### src/rtl/digit_scan.sv
// digit_scan: time-multiplexed driver for a 4-digit, common-anode 7-segment display.
// Each digit is lit for REFRESH_DIV clock cycles, cycling through digits 0,1,2,3.
// value, digit_en and dp are sampled only at the end of a full scan, so a change
// never shows up partway through a scan.
// All outputs come straight from flops, with no combinational path from any input.
// Optional feature: define DIGIT_SCAN_BLANK_EN to blank leading zero digits.
module digit_scan #(
  parameter int REFRESH_DIV = 100000
) (
  input  logic        clk,
  input  logic        reset,
  input  logic [15:0] value,
  input  logic [3:0]  digit_en,
  input  logic [3:0]  dp,
  output logic [3:0]  n,
  output logic [3:0]  an,
  output logic        dp_n,
  output logic        scan_tick
);

  localparam int CW = (REFRESH_DIV > 1) ? $clog2(REFRESH_DIV) : 1;
  localparam logic [CW-1:0] CNT_MAX = CW'(REFRESH_DIV - 1);

  logic [CW-1:0] cnt_r;
  logic [1:0]    idx_r;
  logic [15:0]   val_r;
  logic [3:0]    en_r;
  logic [3:0]    dp_r;
  logic [3:0]    n_r;
  logic [3:0]    an_r;
  logic          dp_n_r;
  logic          scan_tick_r;

  logic          wrap_s;
  logic          scan_wrap_s;
  logic [CW-1:0] cnt_nxt_s;
  logic [1:0]    idx_nxt_s;
  logic [15:0]   val_nxt_s;
  logic [3:0]    en_nxt_s;
  logic [3:0]    dp_nxt_s;
  logic          blank_s;
  logic          lit_s;
  logic [3:0]    n_nxt_s;
  logic [3:0]    an_nxt_s;
  logic          dp_n_nxt_s;

  // Returns nibble i of v; digit 0 is the least significant nibble.
  function automatic logic [3:0] nib(input logic [15:0] v, input logic [1:0] i);
    logic [3:0] r;
    case (i)
      2'd0:    r = v[3:0];
      2'd1:    r = v[7:4];
      2'd2:    r = v[11:8];
      2'd3:    r = v[15:12];
      default: r = v[3:0];
    endcase
    return r;
  endfunction

`ifdef DIGIT_SCAN_BLANK_EN
  // A digit is a leading zero when it and every more significant nibble are zero.
  // Digit 0 always shows, so a value of zero still displays a single 0.
  function automatic logic blanked(input logic [15:0] v, input logic [1:0] i);
    logic r;
    case (i)
      2'd0:    r = 1'b0;
      2'd1:    r = (v[15:4] == 12'h000);
      2'd2:    r = (v[15:8] == 8'h00);
      2'd3:    r = (v[15:12] == 4'h0);
      default: r = 1'b0;
    endcase
    return r;
  endfunction
`endif

  // Next-state logic: refresh counter, digit index, shadow loads and the next output values.
  always_comb begin
    wrap_s      = (cnt_r == CNT_MAX);
    scan_wrap_s = wrap_s && (idx_r == 2'd3);
    if (wrap_s) begin
      cnt_nxt_s = '0;
      idx_nxt_s = idx_r + 2'd1;
    end else begin
      cnt_nxt_s = cnt_r + CW'(1);
      idx_nxt_s = idx_r;
    end
    if (scan_wrap_s) begin
      val_nxt_s = value;
      en_nxt_s  = digit_en;
      dp_nxt_s  = dp;
    end else begin
      val_nxt_s = val_r;
      en_nxt_s  = en_r;
      dp_nxt_s  = dp_r;
    end
`ifdef DIGIT_SCAN_BLANK_EN
    blank_s = blanked(val_nxt_s, idx_nxt_s);
`else
    blank_s = 1'b0;
`endif
    lit_s   = en_nxt_s[idx_nxt_s] && !blank_s;
    n_nxt_s = nib(val_nxt_s, idx_nxt_s);
    if (lit_s) begin
      an_nxt_s   = ~(4'b0001 << idx_nxt_s);
      dp_n_nxt_s = ~dp_nxt_s[idx_nxt_s];
    end else begin
      an_nxt_s   = 4'b1111;
      dp_n_nxt_s = 1'b1;
    end
  end

  // State and output registers; reset takes priority and leaves the display dark.
  always_ff @(posedge clk) begin
    if (reset) begin
      cnt_r       <= '0;
      idx_r       <= 2'd0;
      val_r       <= 16'h0000;
      en_r        <= 4'h0;
      dp_r        <= 4'h0;
      n_r         <= 4'h0;
      an_r        <= 4'b1111;
      dp_n_r      <= 1'b1;
      scan_tick_r <= 1'b0;
    end else begin
      cnt_r       <= cnt_nxt_s;
      idx_r       <= idx_nxt_s;
      val_r       <= val_nxt_s;
      en_r        <= en_nxt_s;
      dp_r        <= dp_nxt_s;
      n_r         <= n_nxt_s;
      an_r        <= an_nxt_s;
      dp_n_r      <= dp_n_nxt_s;
      scan_tick_r <= scan_wrap_s;
    end
  end

  assign n         = n_r;
  assign an        = an_r;
  assign dp_n      = dp_n_r;
  assign scan_tick = scan_tick_r;

endmodule

### config.mk
export PLATFORM = sky130hd
export DESIGN_NAME = digit_scan
export DESIGN_NICKNAME = d
export VERILOG_FILES = /design/src/rtl/digit_scan.sv
export SDC_FILE = /design/constraint.sdc
export NUM_CORES = 1
export LEC_CHECK = 0
export CORE_ASPECT_RATIO = 1.1
export CORE_MARGIN = 5
export CORE_UTILIZATION = 62
export CTS_CLUSTER_SIZE = 14
export DETAILED_ROUTE_END_ITERATION = 10
export DONT_BUFFER_PORTS = 1
export GPL_ROUTABILITY_DRIVEN = 0
export GPL_TIMING_DRIVEN = 0
export PLACE_DENSITY = 0.76
export SLEW_MARGIN = 25
export SYNTH_ARGS = -nofsm -noshare
export SYNTH_HDL_FRONTEND = slang
export SYNTH_SLANG_ARGS = --single-unit
### constraint.sdc
create_clock -name clk -period 2.62 [get_ports clk]
set_input_delay 0.393 -clock clk [delete_from_list [all_inputs] [get_ports clk]]
set_output_delay 0.393 -clock clk [all_outputs]
set_load 0.005 [all_outputs]
==> impl_metrics.ini, run 1 <==
[pwr]
p_per_area_nw_per_um2 = 480
ir_drop_mv = 0.484
p_leak_uw = 0.000988

[layout]
n_antenna_cell = 0
fin_area_um2 = 2750
drive_gt1_share_pct = 14.3
fillers = 326
nNetsFinal = 321
post-route-util_pct = 68.7
area_growth_syn_to_layout_pct = 6.40

[route]
drt-total-wl_um = 5680
m1WireLength_um = 2180
wire_per_inst_um = 16.4
routed_via_density = 5.95
route.detailed.drc = 0
route.top_layer_used = met4
drt_pass1_iterations = 4
met2_length_um = 2980
wl_met3_um = 369
via_count = 2059
ant_nets = 0
first_iter_violations = 150

[floorplan]
fp.dieW_um = 71.5
rows = 24
ios = 36
dieHeight_um = 77.7
initial_utilization_pct = 64.6
dieArea_um2 = 5550
core_area_um2 = 3990

[critical_path]
crit_chain = ha_1, buf_4, inv_2, nor4b_2, nand2_2, buf_6, mux2i_1, a22oi_1, and3_1
start_kind = register
required_ns = 2.83
crit_fanout = 10
critical_path_arrival_ns = 2.55
cp_top_family = simple AND/OR/NAND/NOR gates
cp-end-kind = register
crit_slowest_cell = dfxtp_1
cp_slowest_stage_delay_ns = 0.51
critical_path_class = register to register
path_buf_inv = 3

[synth]
yosysMostFrequentCell = dfxtp_1
yosysTopAreaCell = dfxtp_1
syn_avg_cell_area_um2 = 9.02
synth.distinct_cells = 51
synth_nets = 314
synth_common_cells = dfxtp_1 (53), nand2_1 (44), nor2_1 (31)
ys_warn_count = 0
yosysSeqAreaShare_pct = 41.1
yosysTopAreaCellShare_pct = 41.1
synth_edf_count = 0
synthCells = 286
synth_ff_type = dfxtp_1
syn_area_um2 = 2580
netlist_top_cells_area = dfxtp_1 (41%), nand2_1 (6.4%), mux4_2 (5.2%)
async_reset_ff_share_pct = 0
ys_ff_latch = 53

[timing]
max-slew-margin-rel_pct = 64.3
fin_ws_ns = 0.285
finClkSkew_ns = 0.0131
max_freq_mhz = 428
period_share_pct = 89.1
period_minus_slack_ns = 2.34
setup_viol = 0
finalMaxSlewViolations = 0
grt_setup_unrepaired = false
setup-tns-final_ns = 0
hold_viol_final = 0
tightestPinTransition_ns = 0.535

[grt]
grt_usage_pct = 21.1
grt_first_pass_wirelength_um = 9160
antenna_found_initial = 0
grt_pass1_vias = 1930
grt_max_degree = 19
overflow = 0

[placement]
port_buffers = 0
place_ws_ns = 0.203
placed_area_um2 = 2650
hpwl_um = 4110

[clock_network]
cts_buffers = 5
clk_pin_slew_worst_paths_ns = 0.11
cts_hold_buf = 0
htreeDepth = 2
postCtsSetupBuffers = 0
clock_latency_ns = 0.32
cts_resized = 0
clock_path_buffers = 2
cts_tree = built
root_buffer = clkbuf_8
cts_sinks = 53

[run_status]
status = finished clean

[run]
drv_cap = 0

[min_path]
min-delay-path-class = input pin to register
worst reg2reg max path, delay by kind of cell, from the launching register on:
kind | cells | cell delay (ns)
AOI/OAI and AO/OA | 1 | 0.10
adders and majority gates | 1 | 0.20
buffers and inverters | 3 | 0.48
DFF | 1 | 0.51
muxes | 1 | 0.20
and+or+nand+nor | 3 | 0.74
report_power, final:
group          internal (uW)  switching (uW)
Sequential               809            3.47
Combinational           8.58            18.0
Clock                    193             285
Total                   1010             307
area by class of cell:
| cell class | instances | area (um^2) | area share [%] |
|---|---|---|---|
| Multi-Input combinational cell | 211 | 1430 | 51.9 |
| Sequential cell | 53 | 1060 | 38.7 |
| Buffer | 18 | 85.1 | 3.10 |
| Clock buffer | 5 | 68.8 | 2.51 |
| Tap cell | 52 | 65.1 | 2.37 |
| Clock inverter | 3 | 25.0 | 0.912 |
| Inverter | 4 | 15.0 | 0.547 |
registers in the layout, indices dropped and copies added, names as in the netlist:
name,flops
dp_n,1
n,4
an,4
en_r,4
cnt_r,17
scan_tick,1
val_r,16
idx_r,2
dp_r,4
worst paths after layout:
kind         startpoint        to  slack, ns  depth (start not counted)
max            idx_r[1]      n[2]       0.28                          9
max reg2reg    idx_r[1]      n[2]       0.28                          9
min            value[4]  val_r[4]       0.20                          2
min reg2reg    cnt_r[0]  cnt_r[0]       0.45                          1
cell families after synthesis:
family                     synth area share (%)
xor gates and xnor gates                   4.41
muxes                                      12.1
DFF                                        41.1
and+or+nand+nor                            25.8
AOI/OAI and AO/OA                          11.7
adders and majority gates                 0.970
buffers and inverters                      3.88
per-layer routing:
metal	GRT usage [%]	vias to the layer above
met5	0	-
met4	11.3	0
met3	4.65	15
met2	36.4	73
met1	24.0	946
li1	-	1025
placed cells by master (no fill, tap or decap), types with 3 or more instances in the layout:
| master | Yosys | layout |
|---|---|---|
| xor2_1 | 8 | 8 |
| o22ai_1 | 3 | 3 |
| inv_1 | 3 | 3 |
| xnor2_1 | 5 | 5 |
| clkbuf_1 | 11 | 11 |
| dfxtp_1 | 53 | 53 |
| nor2_1 | 31 | 31 |
| buf_2 | 4 | 4 |
| nand3_1 | 9 | 9 |
| clkbuf_8 | 0 | 5 |
| o21ai_0 | 6 | 6 |
| mux2i_1 | 12 | 12 |
| nand4_1 | 9 | 9 |
| nand2_1 | 44 | 44 |
| a21oi_1 | 20 | 20 |
| and3_1 | 7 | 7 |
| mux2_2 | 5 | 5 |
| and2_1 | 6 | 6 |
| mux4_2 | 6 | 6 |
stage by stage:
stage,std cells,total power (uW),hold WS (ns)
floorplan,286,851,0.418
global placement,338,857,0.431
detailed placement,338,858,0.446
CTS,346,1330,0.191
global route,346,1370,0.182
finish,346,1320,0.201
Power figures use the tool's default switching activity.
==> run 2: changes to the inputs <==
--- a/config.mk
+++ b/config.mk
@@ -15,4 +15,5 @@
 export GPL_TIMING_DRIVEN = 0
 export PLACE_DENSITY = 0.76
+export SETUP_SLACK_MARGIN = 0.1
 export SLEW_MARGIN = 25
 export SYNTH_ARGS = -nofsm -noshare
==> constraint.sdc (replaced) <==
create_clock -name clk -period 2.62 [get_ports clk]
set_input_delay 0.393 -clock clk [delete_from_list [all_inputs] [get_ports clk]]
set_output_delay 0.393 -clock clk [all_outputs]
set_load 0.1 [all_outputs]
==> results of run 2 <==
The final DEF is identical to that of run 1. Status: finished clean.
==> run 3: changes to the inputs <==
==> constraint.sdc (replaced) <==
create_clock -name clk -period 2.62 [get_ports clk]
set_input_delay 0.262 -clock clk [delete_from_list [all_inputs] [get_ports clk]]
set_output_delay 0.262 -clock clk [all_outputs]
set_load 0.1 [all_outputs]
==> results of run 3 <==
The final DEF is identical to that of run 1. Status: finished clean.
Main changes from that run: hold slack 0.201 ns -> 0.0701 ns
